<file path="src/rtl/mips_pkg.sv">
`default_nettype none
// ============================================================================
// Module      : mips_pkg
// Description : Shared types and constants for the MIPS memory stage
//               (pipeline register layouts, memory-access FSM states).
// Revision    : 1.0 - initial release
// ============================================================================
package mips_pkg;

    localparam int DATA_W = 32;
    localparam int REG_W  = 5;

    // Memory-access state: REQ while an unacknowledged memory-op sits in EX/MEM
    typedef enum logic [0:0] {
        IDLE = 1'b0,
        REQ  = 1'b1
    } mem_state_t;

    // EX/MEM pipeline register contents
    typedef struct packed {
        logic              valid;
        logic [DATA_W-1:0] alu;
        logic [DATA_W-1:0] st;
        logic [REG_W-1:0]  dest;
        logic              wb_en;
        logic              memtoreg;
        logic              r_en;
        logic              w_en;
    } exmem_t;

    // MEM/WB pipeline register contents
    typedef struct packed {
        logic              valid;
        logic [DATA_W-1:0] alu;
        logic [DATA_W-1:0] rdata;
        logic [REG_W-1:0]  dest;
        logic              wb_en;
        logic              memtoreg;
    } memwb_t;

    // A real instruction with either memory enable set needs the data port
    function automatic logic is_mem_op(input logic valid, input logic r_en,
                                       input logic w_en);
        return valid & (r_en | w_en);
    endfunction

endpackage
`default_nettype wire

</file>
<file path="src/rtl/mem_access_fsm.sv">
`default_nettype none
// ============================================================================
// Module      : mem_access_fsm
// Description : Request/acknowledge sequencer for the data-memory port.
//               Tracks whether EX/MEM holds an outstanding memory-op and
//               generates dmem_req, dmem_we and the upstream stall.
// Revision    : 1.0 - initial release
// ============================================================================
module mem_access_fsm
    import mips_pkg::*;
(
    input  logic clk,
    input  logic rst_n,
    input  logic in_mem_op,   // instruction about to enter EX/MEM is a memory-op
    input  logic in_write,    // ... and that memory-op is a write
    input  logic dmem_ack,
    output logic dmem_req,
    output logic dmem_we,
    output logic mem_stall
);

    mem_state_t r_state;
    logic       r_we;
    logic       w_capture;

    // An ack only counts while a request is actually outstanding
    assign mem_stall = (r_state == REQ) & ~dmem_ack;
    assign w_capture = ~mem_stall;
    assign dmem_req  = (r_state == REQ);
    assign dmem_we   = r_we;

    // State and write flag follow EX/MEM: re-evaluated on every capture
    always_ff @(posedge clk or negedge rst_n) begin
        if (!rst_n) begin
            r_state <= IDLE;
            r_we    <= 1'b0;
        end else if (w_capture) begin
            r_state <= in_mem_op ? REQ : IDLE;
            r_we    <= in_mem_op & in_write;
        end
    end

endmodule
`default_nettype wire

</file>
<file path="src/rtl/mem_stage.sv">
`default_nettype none
// ============================================================================
// Module      : mem_stage
// Description : MIPS memory stage. EX/MEM and MEM/WB pipeline registers,
//               data-memory request port, write-back result mux and the
//               forwarding taps returned to the execute stage.
// Revision    : 1.0 - initial release
// ============================================================================
module mem_stage
    import mips_pkg::*;
(
    input  logic              clk,
    input  logic              rst_n,
    // execute stage
    input  logic              ex_valid,
    input  logic [DATA_W-1:0] alu_result,
    input  logic [DATA_W-1:0] st_value,
    input  logic [REG_W-1:0]  dest_3,
    input  logic              wb_en_3,
    input  logic              memtoreg_3,
    input  logic              mem_r_en_3,
    input  logic              mem_w_en_3,
    output logic              mem_stall,
    // data memory
    output logic              dmem_req,
    output logic              dmem_we,
    output logic [DATA_W-1:0] dmem_addr,
    output logic [DATA_W-1:0] dmem_wdata,
    input  logic [DATA_W-1:0] dmem_rdata,
    input  logic              dmem_ack,
    // forwarding / write-back
    output logic [DATA_W-1:0] alu_res_mem,
    output logic [REG_W-1:0]  dest_4,
    output logic              mem_wb_en,
    output logic [DATA_W-1:0] result_wb,
    output logic [REG_W-1:0]  dest_5,
    output logic              wb_en_5
);

    exmem_t r_exmem;
    memwb_t r_memwb;
    logic   w_in_mem_op;
    logic   w_rd_done;

    assign w_in_mem_op = is_mem_op(ex_valid, mem_r_en_3, mem_w_en_3);

    mem_access_fsm u_fsm (
        .clk       (clk),
        .rst_n     (rst_n),
        .in_mem_op (w_in_mem_op),
        .in_write  (mem_w_en_3),
        .dmem_ack  (dmem_ack),
        .dmem_req  (dmem_req),
        .dmem_we   (dmem_we),
        .mem_stall (mem_stall)
    );

    // Byte offset is dropped: the port is word-addressed
    assign dmem_addr  = {r_exmem.alu[DATA_W-1:2], 2'b00};
    assign dmem_wdata = r_exmem.st;

    // A read completes on its ack; a write with both enables set discards data
    assign w_rd_done = dmem_req & dmem_ack & r_exmem.r_en & ~r_exmem.w_en;

    // EX/MEM: capture whenever the stage is not waiting on memory
    always_ff @(posedge clk or negedge rst_n) begin
        if (!rst_n) begin
            r_exmem <= '0;
        end else if (!mem_stall) begin
            r_exmem.valid    <= ex_valid;
            r_exmem.alu      <= alu_result;
            r_exmem.st       <= st_value;
            r_exmem.dest     <= dest_3;
            r_exmem.wb_en    <= wb_en_3;
            r_exmem.memtoreg <= memtoreg_3;
            r_exmem.r_en     <= mem_r_en_3;
            r_exmem.w_en     <= mem_w_en_3;
        end
    end

    // MEM/WB: advance from EX/MEM, or insert a bubble while stalled
    always_ff @(posedge clk or negedge rst_n) begin
        if (!rst_n) begin
            r_memwb <= '0;
        end else if (mem_stall) begin
            r_memwb.valid <= 1'b0;
        end else begin
            r_memwb.valid    <= r_exmem.valid;
            r_memwb.alu      <= r_exmem.alu;
            r_memwb.rdata    <= w_rd_done ? dmem_rdata : '0;
            r_memwb.dest     <= r_exmem.dest;
            r_memwb.wb_en    <= r_exmem.wb_en;
            r_memwb.memtoreg <= r_exmem.memtoreg;
        end
    end

    assign alu_res_mem = r_exmem.alu;
    assign dest_4      = r_exmem.dest;
    assign mem_wb_en   = r_exmem.valid & r_exmem.wb_en;

    assign result_wb   = r_memwb.memtoreg ? r_memwb.rdata : r_memwb.alu;
    assign dest_5      = r_memwb.dest;
    assign wb_en_5     = r_memwb.valid & r_memwb.wb_en;

endmodule
`default_nettype wire

</file>
<file path="config.mk">
export PLATFORM = sky130hd
export DESIGN_NAME = mem_stage
export DESIGN_NICKNAME = d
export VERILOG_FILES = /design/src/rtl/mips_pkg.sv /design/src/rtl/mem_access_fsm.sv /design/src/rtl/mem_stage.sv
export SDC_FILE = /design/constraint.sdc
export NUM_CORES = 1
export LEC_CHECK = 0
export CORE_ASPECT_RATIO = 0.8
export CORE_MARGIN = 4
export CORE_UTILIZATION = 41
export DETAILED_ROUTE_END_ITERATION = 12
export GPL_ROUTABILITY_DRIVEN = 0
export PLACE_DENSITY_LB_ADDON = 0.05
export SYNTH_ARGS = -nofsm -noshare
export SYNTH_HDL_FRONTEND = slang
export SYNTH_SLANG_ARGS = --single-unit
</file>
<file path="constraint.sdc">
create_clock -name clk -period 1.2 [get_ports clk]
set_input_delay 0.18 -clock clk [delete_from_list [all_inputs] [get_ports clk]]
set_output_delay 0.18 -clock clk [all_outputs]
set_load 0.005 [all_outputs]
</file>
==> run_results.csv <==
group,metric,value,unit
critical_path,cp_max_fo,5,
timing,skew,0.0102,ns
floorplanning,dieArea,0.0199,mm^2
synth,avgSynthCellArea,13.4,um^2
routing,drc,0,
global_route,grt_max_degree,66,
placement,pre_cts_ws,-0.384,ns
synth,synth_common_cells,"dfrtp_1, buf_4, mux2_2, mux2_4, nand2b_1",
timing,fin_crit,1.81,ns
timing,worst_slack,-0.611,ns
floorplanning,die_x,157,um
floorplanning,core_area,0.0174,mm^2
critical_path,crit_arrival,1.63,ns
finish,fill_cells,1366,
finish,finalInstanceArea,0.0111,mm^2
routing,routed_via_density,4.74,
global_route,grt_pass1_vias,5302,
synth,synth_top_family_by_area,"multiplexers",
pwr,p_total,0.0153,W
critical_path,start_kind,"flop",
critical_path,r2r-start,"u_fsm.dmem_req",
global_route,grt_usage,20.5,%
timing,worst_pin_slew,0.536,ns
synth,synthFlopType,"dfrtp_1",
synth,synth_fa_ha_area_share,0,%
finish,drive_gt1_share,56.4,%
synth,synth_cell_types,18,
synth,yosys_warnings,0,
placement,io_buffer_count,249,
clock_network,cts_buffer_depth,2,
critical_path,critical_path_class,"reg -> out",
timing,timing.setup.tns,-45.47,ns
timing,rsz0062_at_grt,"yes",
floorplanning,ios,252,
synth,syn_area,0.00726,mm^2
timing,relSlewSlack,64.3,%
pwr,vdd_drop_max,0.750,mV
run,cap_violations,0,
clock_network,cts_tree,"done",
synth,synth-compound-area-share,3.45,%
timing,final-hold-violation-count,0,
synth,synthXorXnorAreaFrac,0,%
finish,nNetsFinal,915,
synth,async_flop_share,100,%
timing,drv_slew,0,
timing,finalCritPeriodShare,151,%
clock_network,cts-htree-levels,4,
synth,yosysSeqAreaShare,51.0,%
pwr,p_leak,5.26,nW
critical_path,r2r_slack,-0.33,ns
floorplanning,start_util,41.8,%
routing,ant_nets,0,
synth,synth_edf_count,0,
synth,synth.mux.area_fraction,24.6,%
synth,postSynthCellCount,540,
synth,ys_seq_elements,148,
synth,synth-simple-area-share,7.17,%
finish,antennaDiodeCount,0,
placement,dp_hpwl,12500,um
run_status,status,"finished, violations left",
global_route,antenna_found_initial,0,
synth,synth_most_common_cell,"dfrtp_1",
routing,wl,20400,um
critical_path,crit_path_end,"result_wb[22]",
clock_network,cts.sinks,148,
global_route,grt_pass1_wl,31200,um
floorplanning,die_y,127,um
clock_network,worstSkewPairLatency,0.42,ns
global_route,overflow,0,
timing,max_freq,552,MHz
critical_path,crit_start,"r_memwb[0]",
clock_network,cts-root-buf,"clkbuf_16",
hold_path,min_path_type,"in -> async",
clock_network,cts.clk_slew.worst_paths,0.07,ns
finish,area_delta_synth_final,53.0,%
timing,setup_violations,182,
placement,dpl_cell_area,0.00939,mm^2
floorplanning,rows,43,
clock_network,numCtsBuffers,17,
critical_path,crit_path_end_kind,"primary output",
pwr,power_density,1380,mW/mm^2
critical_path,worstPathRequired,1.02,ns
routing,vias,4947,
finish,final_util,63.9,%
synth,netlist_top_cells_area,"dfrtp_1, mux2_2, buf_4",
routing,firstDrtPassIters,4,
run_status,violations,"setup timing",
routing,drt_iter0_markers,179,
critical_path,reg2reg_to,"r_memwb[45]",
synth,synth_top_area_share,51.0,%
synth,synth_top_area_cell,"dfrtp_1",
critical_path,rr_worst_depth,7,
routing,wl_per_cell,19.6,um
==> state kept, by name (all words and copies together) (netlist names) <==
name            count
dmem_wdata         32
dest_4              5
u_fsm.dmem_we       1
alu_res_mem        32
dest_5              5
r_memwb            67
r_exmem             5
u_fsm.dmem_req      1
==> per-stage QoR <==
stage                     hold slack (ns)  instances
after floorplan                    -0.116        541
after global placement             0.0763        903
after detailed placement           0.0757        903
after CTS                           0.179       1033
after global routing                0.215       1044
final                               0.199       1044
==> cell usage in the layout, fill, tap and decap left out <==
| master | Yosys | layout |
|---|---|---|
| clkinvlp_4 | 0 | 4 |
| clkdlybuf4s50_1 | 0 | 106 |
| buf_6 | 1 | 80 |
| o21ai_2 | 0 | 1 |
| clkbuf_2 | 0 | 28 |
| buf_8 | 4 | 5 |
| dfrtp_2 | 0 | 1 |
| o21ai_0 | 2 | 1 |
| mux2_4 | 40 | 107 |
| nand2_2 | 0 | 1 |
| clkbuf_1 | 16 | 1 |
| nand2b_1 | 33 | 32 |
| dfrtp_1 | 148 | 147 |
| buf_4 | 106 | 59 |
| mux2_2 | 105 | 38 |
| inv_8 | 0 | 2 |
| nand3b_1 | 1 | 1 |
| conb_1 | 1 | 2 |
| and2_1 | 3 | 1 |
| a21boi_1 | 0 | 1 |
| buf_12 | 0 | 21 |
| buf_16 | 0 | 7 |
| dlygate4sd3_1 | 0 | 1 |
| clkbuf_16 | 0 | 19 |
| and2_4 | 0 | 2 |
| inv_6 | 0 | 7 |
| nand4b_1 | 32 | 32 |
| bufinv_16 | 0 | 2 |
| nand2b_4 | 0 | 1 |
| a21boi_0 | 32 | 31 |
| nand2_1 | 2 | 1 |
| buf_2 | 12 | 77 |
==> routing by layer <==
metal  vias up  global-route usage [%]  share of wire, %
li1       2301                       -                 -
met1      2476                    27.5                43
met2       149                    32.8                49
met3        21                    5.25               6.1
met4         0                    6.43               1.6
met5         -                       0                 0
==> worst min-delay path by stage <==
stage	cells after the start	endpoint	slack [ns]	from
2_1_floorplan	0	alu_res_mem[0]	-0.12	rst_n
3_3_place_gp	1	alu_res_mem[26]	0.08	rst_n
3_5_place_dp	1	r_memwb[68]	0.08	rst_n
4_1_cts	2	r_memwb[68]	0.18	rst_n
5_1_grt	2	alu_res_mem[29]	0.22	rst_n
6_report	2	alu_res_mem[29]	0.20	rst_n
==> area by class of cell <==
type	count	area (um^2)	share of cell area, %
Sequential cell	148	3700	33.4
Timing Repair Buffer	386	3680	33.1
Tap cell	225	282	2.54
Clock inverter	14	165	1.49
Inverter	1	8.76	0.0789
Clock buffer	18	429	3.87
Multi-Input combinational cell	252	2830	25.5
==> logic make-up (layout without fill, tap and decap cells) <==
logic type      Yosys count  after routing
mux                     145            145
compound gates           34             34
other cells               1              2
simple gates             71             71
buf+inv                 141            419
flops                   148            148
==> timing repair <==
item,in CTS,in global routing
hold buffers,1,0
pin swaps,1,2
cloned,11,2
endpoints found under the hold margin,148,0
resized for setup,639,110
setup buffers,89,27
setup endpoints to repair,254,226
==> power breakdown <==
part | leakage, nW | internal (W) | switching [W] | total, W
sequential | 1.79 | 0.00549 | 0.000330 | 0.00582
combinational | 3.19 | 0.00270 | 0.00136 | 0.00406
clock | 0.279 | 0.00313 | 0.00227 | 0.00541
==> worst max-delay path, stage by stage (launching register included) <==
cell	delay, ns
dfrtp_2	0.44
buf_6	0.14
buf_12	0.12
buf_4	0.12
mux2_2	0.26
buf_2	0.13
No activity file was read; power rests on OpenSTA's default activity.
==> patch 1: new RTL, same settings <==
Set the package constant `REG_W` to 7 (it was 5).
--- a/src/rtl/mips_pkg.sv
+++ b/src/rtl/mips_pkg.sv
@@ -9,5 +9,5 @@
 
     localparam int DATA_W = 32;
-    localparam int REG_W  = 5;
+    localparam int REG_W  = 7;
 
     // Memory-access state: REQ while an unacknowledged memory-op sits in EX/MEM
Ports: changed (resized dest_3, dest_4 and dest_5); port bits go from 252 to 258. The function was not compared with the original's and may differ.
==> patch 1 against the original RTL <==
- the run still ends with negative setup slack left
- clock power decreased by 3.9%
- register-to-register slack gained 110 ps
- largest cell class is now non-clock buffers
- wire length up 8.5%
- synthesized area increased by 5.3%
- cell area up 5.3%
- global-route usage fell by 0.59 points
- sequential share of layout area shrank 0.83 points
- critical endpoint is now result_wb[1]
- clock skew rose by 2.3 ps
- non-clock buffer count increased by 26
- worst setup slack improved by 73 ps
- sequential cell count up 4
- power increased by 2.1%
==> patch 1: results (changes against the original RTL) <==
Setup path
  • Reg2reg path depth: 6 (-1)
  • Maximum fanout along the worst path: 7 (+2)
  • FF-to-FF End: alu_res_mem[6]
  • Reg-to-reg slack, setup: -220 ps (+110 ps)
  • Critical Path End: result_wb[1]
  • Critical path arrival: 1560 ps (-70 ps)
  • Crit path largest cell delay: 410 ps (-30 ps)

Status
  • Status: complete, but fails checks
  • Violated checks: negative setup slack

Placement
  • Pre-CTS setup slack: -398 ps (-14.5 ps)
  • Port buffer count: 255 (+2.4%)
  • Dpl hpwl: 12800 µm (+2.0%)

Yosys
  • Largest cells by area after synthesis: dfrtp_1, mux2_4, mux2_2
  • Register area share after synthesis: 49.8% (-1.2 points)
  • Synth Area in Compound Gates: 3.28% (-0.17 points)
  • Ys async rst share: 100% (unchanged)
  • Multiplexer share of the synthesized area: 25.3% (+0.74 points)

Global routing
  • All-Layer GR Usage: 19.9% (-0.59 points)
  • Met3 Use GR: 6.44% (+1.2 points)
  • Grt met2 use: 30.9% (-1.9 points)
  • GRT met1 Usage: 27.6% (+0.091 points)
  • Vias in the first global route: 5505 (+3.8%)
  • First-pass GRT wire length: 31900 µm (+2.3%)

Routing
  • Met1 WL: 10300 µm (+17%)
  • Via count: 5164 (+4.4%)
  • WL met2: 10200 µm (+1.3%)
  • WL per Instance: 20.0 µm (+2.3%)

Power
  • Peak supply drop: 0.974 mV (+30%)
  • Seq pwr share: 38.4% (+0.3 points)
  • Internal power: 11500 µW (+1.5%)
  • Leakage: 0.00561 µW (+6.5%)
  • Switch Pwr: 4120 µW (+3.9%)

Timing
  • Finish-stage setup viols: 195 (+7.1%)
  • Clock Skew: 12.5 ps (+2.26 ps)
  • Rel. slew slack: 63.3% (-0.96 points)
  • PnR worst setup slack: -538 ps (+73.3 ps)

Clock tree
  • Post-CTS sizing: 605 (-5.3%)

Cells and area
  • Layout Nets: 952 (+4.0%)
[patch 1: cell count changes in the layout (fill, tap and decap cells not counted), moves of 3 or more]
cell	delta
dfrtp_1	+4
a21boi_0	-21
inv_6	-3
a21boi_1	+20
mux2_2	-20
buf_4	+17
clkbuf_16	+7
mux2_4	+24
[patch 1: through the flow]
step / setup TNS [ps] / instance area [µm²] / std cells / hold WS [ps]
after floorplan: -10070 / 7700 / 553 / -116
after global placement: -17420 / 9850 / 949 / 102
after detailed placement: -19710 / 9850 / 949 / 95.4
after CTS: -35580 / 11200 / 1087 / 229
after global routing: -41890 / 11700 / 1107 / 235
final: -33190 / 11700 / 1107 / 238
[patch 1: cell type report]
| cell class | count | share of cell area, % |
|---|---|---|
| timing repair buffer | 412 | 34.2 |
| clock inverter | 14 | 1.20 |
| sequential | 152 | 32.5 |
| tap | 253 | 2.71 |
| multi-input combinational | 256 | 25.4 |
| timing repair inverter | 1 | 0.171 |
| inverter | 1 | 0.139 |
| clock buffer | 18 | 3.67 |
==> patch 2: new RTL, same settings <==
Made on the original files. Make the reset (`rst_n`) synchronous in 3 clocked blocks.
--- a/src/rtl/mem_access_fsm.sv
+++ b/src/rtl/mem_access_fsm.sv
@@ -31,5 +31,5 @@
 
     // State and write flag follow EX/MEM: re-evaluated on every capture
-    always_ff @(posedge clk or negedge rst_n) begin
+    always_ff @(posedge clk) begin
         if (!rst_n) begin
             r_state <= IDLE;
--- a/src/rtl/mem_stage.sv
+++ b/src/rtl/mem_stage.sv
@@ -64,5 +64,5 @@
 
     // EX/MEM: capture whenever the stage is not waiting on memory
-    always_ff @(posedge clk or negedge rst_n) begin
+    always_ff @(posedge clk) begin
         if (!rst_n) begin
             r_exmem <= '0;
@@ -80,5 +80,5 @@
 
     // MEM/WB: advance from EX/MEM, or insert a bubble while stalled
-    always_ff @(posedge clk or negedge rst_n) begin
+    always_ff @(posedge clk) begin
         if (!rst_n) begin
             r_memwb <= '0;
Function: differs if rst_n is asserted again (counterexample within 4 cycles, from zero or initial values and one cycle with rst_n low); with rst_n held inactive, the same outputs for 10 cycles.
==> patch 2 against the original RTL <==
- the flow still finishes with violations (negative setup slack)
- worst setup slack better by 74 ps
- synthesized area is 11% lower
- maximum frequency is 4.3% higher
- largest cell class is now non-clock buffers
- sequential cell count stayed put
- cell area is 0.11% lower
- power is 13% lower
- critical path type unchanged
- count of clock-buffer cells in the layout is 4 higher
- wire length is 10% higher
==> patch 2: results (changes against the original RTL) <==
Global routing
  • Largest net degree at the start of global routing: 85 (+29%)
  • First-pass GRT wire length: 31600 µm (+1.4%)
  • Vias in the first global route: 5778 (+9.0%)
  • Met3 Use GR: 6.86% (+1.6 points)
  • Grt met2 use: 39.2% (+6.4 points)
  • GRT met1 Usage: 27.9% (+0.43 points)

Cells and area
  • Fraction of layout cells with a size suffix above 1: 50.0% (-6.4 points)
  • Biggest register: r_memwb
  • Layout Nets: 1071 (+17%)
  • Fillcell total: 1099 (-20%)

Yosys
  • Ys async rst share: 0% (-100 points)
  • Synth cell count leaders: nand2_1, dfxtp_1, a21boi_0
  • Largest cells by area after synthesis: dfxtp_1, a21boi_0, nand2_1
  • Register area share after synthesis: 45.9% (-5.1 points)
  • Multiplexer share of the synthesized area: 5.58% (-19 points)
  • Synth Area in Adders: 0% (unchanged)
  • Avg Synthesized Cell Area: 8.95 µm² (-33%)

Timing
  • TNS Setup: -28320 ps (+17150 ps)
  • PnR worst setup slack: -537 ps (+74.2 ps)
  • Finish-stage setup viols: 179 (-1.6%)

Clock tree
  • Post-CTS setup buffer count: 61 (-31%)

Setup path
  • FF-to-FF End: r_memwb[25]
  • Reg-to-reg slack, setup: -200 ps (+130 ps)
  • Critical path arrival: 1560 ps (-70 ps)
  • Critical path's slowest cell: dfxtp_4
  • Critical Path End: result_wb[13]
  • Reg-to-Reg Start: u_fsm.dmem_req

Power
  • Peak supply drop: 0.993 mV (+32%)
  • Sequential Power: 5370 µW (-7.7%)
  • Total Power: 13300 µW (-13%)
  • Logic pwr share: 16.9% (-9.6 points)
  • Sw Share: 23.3% (-2.7 points)

Routing
  • Final wirelength: 22600 µm (+10%)
  • Met1 WL: 9770 µm (+11%)
  • WL per Instance: 19.0 µm (-2.7%)
  • Detailed-routed wire length on met3: 1390 µm (+11%)
  • Drt pass-1 iters: 5 (+1)
  • WL met2: 11000 µm (+9.4%)
  • DRT iter0 DRCs: 280 (+56%)
  • Via count: 5758 (+16%)

Placement
  • Pre-CTS setup slack: -495 ps (-112 ps)
  • Dpl hpwl: 12200 µm (-3.0%)

Hold path
  • Hold WC Path Type: input pin to flop

Status
  • Violated checks: negative setup slack
  • Status: complete, but fails checks
-- patch 2: worst max-delay path, delay by kind of cell, from the launching register on --
family   cells  cell delay [ps]
mux          1              290
flops        1              360
buf+inv      4              490
-- patch 2: worst min path at each step --
stage | startpoint | endpoint | slack (ps) | depth (start not counted)
detailed placement | r_memwb[23] | r_memwb[23] | 450 | 1
finish | alu_result[29] | alu_res_mem[29] | 300 | 3
global placement | dmem_wdata[6] | dmem_wdata[6] | 450 | 2
CTS | alu_result[25] | alu_res_mem[25] | 280 | 3
floorplan | dmem_rdata[3] | r_memwb[10] | 310 | 1
global route | st_value[4] | dmem_wdata[4] | 290 | 3
-- patch 2: final cells by class --
class                      count  area, µm²  share of cell area (%)
clock buffer                  22        474                    4.28
sequential                   148       3060                    27.6
multi-input combinational    421       3210                    29.0
clock inverter                 9        151                    1.37
tap                          210        263                    2.37
inverter                       1       8.76                  0.0790
timing repair buffer         373       3920                    35.4
